--- config.mk ---
export PLATFORM = sky130hd
export DESIGN_NAME = mask_stream_tx_flat
export DESIGN_NICKNAME = d
export VERILOG_FILES = /design/src/rtl/mask_stream_tx_if.sv /design/src/rtl/mask_stream_tx.sv /design/src/flat_wrapper.sv
export SDC_FILE = /design/constraint.sdc
export NUM_CORES = 1
export LEC_CHECK = 0
export ABC_CLOCK_PERIOD_IN_PS = 7200
export CAP_MARGIN = 20
export CORE_ASPECT_RATIO = 0.8
export CORE_MARGIN = 1.5
export CORE_UTILIZATION = 68
export CTS_CLUSTER_SIZE = 40
export DETAILED_ROUTE_END_ITERATION = 16
export DONT_BUFFER_PORTS = 1
export GPL_TIMING_DRIVEN = 0
export HOLD_SLACK_MARGIN = 0.15
export PLACE_DENSITY = 0.84
export SETUP_SLACK_MARGIN = 0.02
export SLEW_MARGIN = 10
export SYNTH_ARGS = -nofsm -noshare
export SYNTH_HDL_FRONTEND = slang
export SYNTH_SLANG_ARGS = --single-unit
--- constraint.sdc ---
create_clock -name clk -period 7.2 [get_ports clk]
set_input_delay 0.72 -clock clk [delete_from_list [all_inputs] [get_ports clk]]
set_output_delay 0.72 -clock clk [all_outputs]
set_load 0.05 [all_outputs]
--- src/rtl/mask_stream_tx_if.sv ---
// Pixel stream handshake between an upstream source and mask_stream_tx.
// The master drives valid/sof/data; the slave returns ready.
interface mask_stream_tx_if;
  logic       valid;
  logic       sof;
  logic [7:0] data;
  logic       ready;

  modport master (output valid, output sof, output data, input ready);
  modport slave  (input valid, input sof, input data, output ready);
endinterface

--- src/rtl/mask_stream_tx.sv ---
// Raster transmitter: pulls SOF-marked pixels from a stream and emits de/hsync/vsync
// timing aligned to the source frame, with sticky underrun/resync status.
module mask_stream_tx #(
  parameter int H_SIZE       = 83,
  parameter int H_ACTIVE     = 64,
  parameter int H_SYNC_START = 70,
  parameter int H_SYNC_LEN   = 6,
  parameter int V_SIZE       = 70,
  parameter int V_ACTIVE     = 60,
  parameter int V_SYNC_START = 63,
  parameter int V_SYNC_LEN   = 2
) (
  input  logic             clk,
  input  logic             rst_n,
  input  logic             ce,
  input  logic             enable,
  mask_stream_tx_if.slave  pix,
  output logic             de_out,
  output logic             hsync_out,
  output logic             vsync_out,
  output logic [7:0]       pixel_out,
  output logic             frame_start,
  output logic             underrun,
  output logic             resync_err,
  input  logic             clear_status
);

  localparam logic [11:0] H_LAST = 12'(H_SIZE - 1);
  localparam logic [11:0] V_LAST = 12'(V_SIZE - 1);

  typedef enum logic [1:0] {IDLE, SYNC_WAIT, RUN} state_t;

  state_t      state_reg, state_next;
  logic [11:0] h_cnt_reg, v_cnt_reg;
  logic        err_pending_reg;

  logic        active, hs, vs, at_origin, frame_end;
  logic        pop, sof_err, starve;
  logic        de_next, hs_next, vs_next, fs_next;
  logic [7:0]  px_next;

  assign active    = (h_cnt_reg < 12'(H_ACTIVE)) && (v_cnt_reg < 12'(V_ACTIVE));
  assign hs        = (h_cnt_reg >= 12'(H_SYNC_START)) &&
                     (h_cnt_reg <  12'(H_SYNC_START + H_SYNC_LEN));
  assign vs        = (v_cnt_reg >= 12'(V_SYNC_START)) &&
                     (v_cnt_reg <  12'(V_SYNC_START + V_SYNC_LEN));
  assign at_origin = (h_cnt_reg == 12'd0) && (v_cnt_reg == 12'd0);
  assign frame_end = (h_cnt_reg == H_LAST) && (v_cnt_reg == V_LAST);

  assign pop     = pix.ready && pix.valid;
  // A frame must open with SOF at (0,0) and carry no SOF anywhere else.
  assign sof_err = ce && (state_reg == RUN) && active && pix.valid &&
                   (at_origin ? !pix.sof : pix.sof);
  assign starve  = ce && (state_reg == RUN) && active && !pix.valid;

  always_ff @(posedge clk or negedge rst_n) begin
    if (!rst_n) begin
      state_reg <= IDLE;
    end else if (ce) begin
      state_reg <= state_next;
    end
  end

  always_comb begin
    state_next = state_reg;
    if (ce) begin
      unique case (state_reg)
        IDLE: begin
          if (enable) state_next = SYNC_WAIT;
        end
        SYNC_WAIT: begin
          if (frame_end) begin
            if (!enable)                      state_next = IDLE;
            else if (pix.valid && pix.sof)    state_next = RUN;
          end
        end
        RUN: begin
          if (frame_end) begin
            if (!enable)                           state_next = IDLE;
            else if (err_pending_reg || sof_err)   state_next = SYNC_WAIT;
          end
        end
        default: state_next = IDLE;
      endcase
    end
  end

  always_comb begin
    pix.ready = 1'b0;
    de_next   = 1'b0;
    hs_next   = 1'b0;
    vs_next   = 1'b0;
    fs_next   = 1'b0;
    px_next   = 8'd0;
    unique case (state_reg)
      IDLE: begin
      end
      SYNC_WAIT: begin
        // Drain stale words; the SOF word stays at the head for RUN.
        pix.ready = ce && pix.valid && !pix.sof;
        hs_next   = hs;
        vs_next   = vs;
      end
      RUN: begin
        pix.ready = ce && active;
        de_next   = active;
        hs_next   = hs;
        vs_next   = vs;
        fs_next   = at_origin;
        if (pop && !(at_origin && !pix.sof)) px_next = pix.data;
      end
      default: begin
      end
    endcase
  end

  always_ff @(posedge clk or negedge rst_n) begin
    if (!rst_n) begin
      h_cnt_reg       <= 12'd0;
      v_cnt_reg       <= 12'd0;
      err_pending_reg <= 1'b0;
      de_out          <= 1'b0;
      hsync_out       <= 1'b0;
      vsync_out       <= 1'b0;
      frame_start     <= 1'b0;
      pixel_out       <= 8'd0;
      underrun        <= 1'b0;
      resync_err      <= 1'b0;
    end else if (ce) begin
      if (state_reg == IDLE) begin
        h_cnt_reg <= 12'd0;
        v_cnt_reg <= 12'd0;
      end else if (h_cnt_reg == H_LAST) begin
        h_cnt_reg <= 12'd0;
        v_cnt_reg <= (v_cnt_reg == V_LAST) ? 12'd0 : v_cnt_reg + 12'd1;
      end else begin
        h_cnt_reg <= h_cnt_reg + 12'd1;
      end

      if (state_reg == RUN && !frame_end) err_pending_reg <= err_pending_reg | sof_err;
      else                                err_pending_reg <= 1'b0;

      de_out      <= de_next;
      hsync_out   <= hs_next;
      vsync_out   <= vs_next;
      frame_start <= fs_next;
      pixel_out   <= px_next;

      // Setting an error takes priority over a simultaneous clear.
      if (starve)            underrun <= 1'b1;
      else if (clear_status) underrun <= 1'b0;

      if (sof_err)           resync_err <= 1'b1;
      else if (clear_status) resync_err <= 1'b0;
    end
  end

endmodule

--- src/flat_wrapper.sv ---
// flat-port wrapper written by rule: the top's interface ports become plain ports
module mask_stream_tx_flat 
#(
  parameter int H_SIZE       = 83,
  parameter int H_ACTIVE     = 64,
  parameter int H_SYNC_START = 70,
  parameter int H_SYNC_LEN   = 6,
  parameter int V_SIZE       = 70,
  parameter int V_ACTIVE     = 60,
  parameter int V_SYNC_START = 63,
  parameter int V_SYNC_LEN   = 2
)
  (clk, rst_n, ce, enable, de_out, hsync_out, vsync_out, pixel_out, frame_start, underrun, resync_err, clear_status, pix_valid, pix_sof, pix_data, pix_ready);
  mask_stream_tx_if pix_i ();
  input  logic clk;
  input  logic rst_n;
  input  logic ce;
  input  logic enable;
  output logic de_out;
  output logic hsync_out;
  output logic vsync_out;
  output logic [7:0] pixel_out;
  output logic frame_start;
  output logic underrun;
  output logic resync_err;
  input  logic clear_status;
  input wire logic [$bits(pix_i.valid)-1:0] pix_valid;
  input wire logic [$bits(pix_i.sof)-1:0] pix_sof;
  input wire logic [$bits(pix_i.data)-1:0] pix_data;
  output wire logic [$bits(pix_i.ready)-1:0] pix_ready;
  assign pix_i.valid = pix_valid;
  assign pix_i.sof = pix_sof;
  assign pix_i.data = pix_data;
  assign pix_ready = pix_i.ready;
  mask_stream_tx #(.H_SIZE(H_SIZE), .H_ACTIVE(H_ACTIVE), .H_SYNC_START(H_SYNC_START), .H_SYNC_LEN(H_SYNC_LEN), .V_SIZE(V_SIZE), .V_ACTIVE(V_ACTIVE), .V_SYNC_START(V_SYNC_START), .V_SYNC_LEN(V_SYNC_LEN)) u_core (.clk(clk), .rst_n(rst_n), .ce(ce), .enable(enable), .pix(pix_i), .de_out(de_out), .hsync_out(hsync_out), .vsync_out(vsync_out), .pixel_out(pixel_out), .frame_start(frame_start), .underrun(underrun), .resync_err(resync_err), .clear_status(clear_status));
endmodule
# Word-level counts from Yosys, hierarchy flattened
# Index checks and enable logic that the tools add are counted.
# totals
reg_bits	41
in_bits	15
out_inout_bits	15
elab_cells	88
# classes
n_addsub	2
order_cmp	6
n_eq_ne	9
n_mux	25
n_bitwise	1
reduce_logical	34
# ops
operator	count
2-to-1 mux 12 bit	5
< comparator 12 x 7 -> 1 bit (second input constant)	3
adder 12 x 1 -> 12 bit (second input constant)	2
== test 12 x 7 -> 1 bit (second input constant)	2
logical NOT 12 bit	2
logical AND 1 bit	18
2-to-1 mux 8 bit	2
2-to-1 mux 2 bit	7
>= comparator 12 x 6 -> 1 bit (second input constant)	1
>= comparator 12 x 7 -> 1 bit (second input constant)	1
< comparator 12 x 6 -> 1 bit (second input constant)	1
2-to-1 mux 1 bit	9
case mux 2 bit (3 select lines)	1
AND reduction 2 bit	3
AND reduction 6 bit	1
nonzero test 2 bit	3
logical NOT 1 bit	4
!= test 2 x 1 -> 1 bit (second input constant)	2
!= test 3 x 2 -> 1 bit (second input constant)	1
!= test 3 bit (second input constant)	1
== test 2 x 1 -> 1 bit (second input constant)	1
== test 2 bit (second input constant)	1
logical NOT 2 bit	1
!= test 2 bit (second input constant)	1
4 further kinds	4

# Depth between registers and ports, before layout
# depth
ltp_word	10
depth_mapped	8
depth_no_buf	8

# Least setup slack after synthesis
# No wires, ideal clock.
# synth_timing
kind	flip-flop to output port
start	register u_core.v_cnt_reg[7]
end	output pix_ready
arrival_ps	2165
required_time_ps	6480
slack_ps	4315
stages_incl_launch_ff	5
path_buffers	0
cell_sequence	dfrtp_1 > or4_4 > nor4b_4 > nand2_1 > a21oi_1
# synth_via
elab_chain_cells	4
# synth_rtl
item	line_no	source
start, declared	mask_stream_tx.sv:34	logic [11:0] h_cnt_reg, v_cnt_reg;
start signal, assigned	mask_stream_tx.sv:135	v_cnt_reg <= (v_cnt_reg == V_LAST) ? 12'd0 : v_cnt_reg + 12'd1;
< comparator 12 x 6 -> 1 bit	mask_stream_tx.sv:42	assign active = (h_cnt_reg < 12'(H_ACTIVE)) && (v_cnt_reg < 12'(V_ACTIVE));
logical AND 1 bit	mask_stream_tx.sv:42	
logical AND 1 bit	mask_stream_tx.sv:105	pix.ready = ce && active;
case mux 1 bit (2 select lines)	mask_stream_tx.sv:95	unique case (state_reg)
end, declared	flat_wrapper.sv:30	output wire logic [$bits(pix_i.ready)-1:0] pix_ready;
# No other way between the ends.

# Worst setup path after layout
# layout_timing
start	register u_core.h_cnt_reg[8]
end	output pix_ready
# layout_via
elab_chain_cells	4
# layout_rtl
item	line_no	source
start, declared	mask_stream_tx.sv:34	
start signal, assigned	mask_stream_tx.sv:137	h_cnt_reg <= h_cnt_reg + 12'd1;
< comparator 12 x 7 -> 1 bit	mask_stream_tx.sv:42	
logical AND 1 bit	mask_stream_tx.sv:42	
logical AND 1 bit	mask_stream_tx.sv:105	
case mux 1 bit (2 select lines)	mask_stream_tx.sv:95	
# No other way between the ends.

==> metrics.txt <==
post-synth design cell area=0.00231 mm^2; post-place setup slack=4010 ps; Worst-Skew Late Latency=300 ps; Sequential Power Share=40.1%; CORE AREA=0.00318 mm^2; final core occ=79.3%; multi-input logic area=0.00119 mm^2; total power=763 uW; register bit total from synthesis=41; DIE AREA=0.00377 mm^2; max incr delay on CP=870 ps; DR vias/cell=6.55; met2 wire length=2340 um; antenna violations before repair=0; Net Sw Frac=36.5%; syn_area_per_cell=9.49 um^2; cell with the most instances after synthesis=dfrtp_1; metal3 WL=313 um; Fmax=283 MHz; crit-path leading delay family=simple AND/OR/NAND/NOR gates; io pins=30; clock share of power=28.6%; first-pass GRT wire length=7870 um; number of CTS-inserted buffers=5; min cycle time layout=3540 ps; largest net degree at the start of global routing=42; Setup Skew=3.41 ps; Metal-1 WL=2240 um; Min-Delay Path Class=primary input to asynchronous set/reset pin; final worst path period share=49.1%; Logic pwr share=31.3%; Clk pin slew, worst setup/hold paths=80 ps; port bufs=0; Worst EP required=6480 ps; cell-by-cell trace of the critical path=nor4_1 -> nor4b_4 -> nand2_1 -> a21oi_1; element type at the critical path end=output pin; Row Count=18; setup ws final=3660 ps; Cell Pwr Density=303 mW/mm^2; clock buffer depth=2; RD Place Congestion=0.856; ranking of synthesized cells by area=dfrtp_1 (44%), ha_1 (5.9%), o21ai_0 (4.5%), nand2_1 (3.9%), a22o_1 (3.4%); Crit Path Category=flop to output pin; drt wl/cell=17.1 um; Setup violations, final=0; register area=0.00103 mm^2; vias in the first global route=1735; Critical Path AT=2820 ps; Post-route DRC=0; CTS tree=done; Synth Net Count=270; unrepaired setup endpoints after global routing=false; setup_tns=0 ps; Lkg Pwr=1.14 nW; total gr overflow=0; YS warnings=0; diode count=0; clock sinks=41; chip height=55.2 um; fillers=201; area leader, netlist=dfrtp_1; slowest cell on the critical path=a21oi_1; top post-synthesis cells by count=dfrtp_1 (41), nand2_1 (24), o21ai_0 (21); Final nets=278; hpwl dp=3580 um; async set-or-reset flop fraction in the synthesized netlist=100%; Tot GR Track Use=28.9%; sequential fraction of the synthesis area=44.3%; Slew Limit Fails=0; H-tree Lvls=2; layout cells sized above 1=8.70%; # resized after CTS=0; DRT Wirelength=5020 um; worst-margin pin slew=1080 ps; via count=1920; CP Buf/Inv Count=0; Post-synth EDFFs=0; endpoints failing hold=0; Critical Path Fanout Max=5; VDD IR-drop max=0.000225 V; Routed Antenna Nets=0; Syn Inst Count=244; CP startpoint kind=flop; Layout area overhead=8.81%; max_cap viols=0; P_sw=278 uW; Initial DRC Count=157; CTS Root Cell=clkbuf_8; synth unique cells=43; outcome=finished, final reports clean; DR pass1 iterations=5; Die X-Extent=68.2 um; Max-slew headroom=28.4%; Pint=484 uW; initial core utilization=72.9%; Top Layer Used=met4; Synth top area share=44.3%; top_reg_cell synth=dfrtp_1
## cell type report
type | instances | area share, %
plain buffers | 10 | 1.74
clock buffers | 5 | 2.73
clock inverters | 3 | 2.58
inverters | 15 | 2.24
multi-input cells | 178 | 47.2
flip-flops and latches | 41 | 40.7
well taps | 40 | 1.99
repair buffers | 1 | 0.795
## kinds of logic after synthesis
group                      count (synthesis)  synth area share (%)
AOI/OAI and AO/OA                         58                  17.7
buffers and inverters                     25                  4.32
and+or+nand+nor                           97                  22.6
xor gates and xnor gates                   7                  2.65
adders and majority gates                 11                  5.95
DFF                                       41                  44.3
muxes                                      5                  2.38
## power by group through the flow
stage | sequential [mW] | combinational [mW] | clock (mW)
6_report | 0.306 | 0.239 | 0.218
5_1_grt | 0.309 | 0.264 | 0.230
2_1_floorplan | 0.302 | 0.178 | 0
4_1_cts | 0.305 | 0.234 | 0.220
3_5_place_dp | 0.309 | 0.224 | 0
3_3_place_gp | 0.307 | 0.214 | 0
## cells in the final DEF (no fill, tap or decap), types with 7 or more instances in the layout
master / count
xor2_1: 7
o21ai_0: 21
nand3_1: 12
nand2_1: 24
nor2_1: 18
nand4_1: 7
inv_1: 15
dfrtp_1: 41
clkbuf_1: 7
a22o_1: 9
ha_1: 11
o31ai_1: 7
## stage by stage
| step | hold slack [ps] | area, um^2 | cells |
|---|---|---|---|
| 2_1_floorplan | 424 | 2310 | 244 |
| 3_3_place_gp | 425 | 2360 | 284 |
| 3_5_place_dp | 425 | 2360 | 284 |
| 4_1_cts | 259 | 2520 | 293 |
| 5_1_grt | 264 | 2520 | 293 |
| 6_report | 251 | 2520 | 293 |
## worst paths after layout
| check | endpoint | slack, ps | cells past startpoint | startpoint |
|---|---|---|---|---|
| min in group clk | u_core.v_cnt_reg[11] | 510 | 1 | u_core.v_cnt_reg[11] |
| max in group asynchronous | u_core.h_cnt_reg[6] | 6750 | 1 | rst_n |
| max reg2reg | u_core.state_reg[0] | 4160 | 7 | u_core.h_cnt_reg[8] |
| min | u_core.h_cnt_reg[8] | 250 | 1 | rst_n |
| min reg2reg | u_core.v_cnt_reg[11] | 510 | 1 | u_core.v_cnt_reg[11] |
| max | pix_ready | 3660 | 4 | u_core.h_cnt_reg[8] |
## per-layer routing
| metal | GRT usage, % | up-vias |
|---|---|---|
| met1 | 36.6 | 893 |
| met2 | 46.6 | 106 |
| met4 | 15.7 | 0 |
| met5 | 0 | - |
| li1 | - | 902 |
| met3 | 6.28 | 19 |
## repair_timing
action,in CTS,in global routing
buffers inserted,0,0
setup endpoints to repair,0,0
hold endpoints to repair,41,0
hold buffers,1,0
Power figures use the tool's default switching activity.
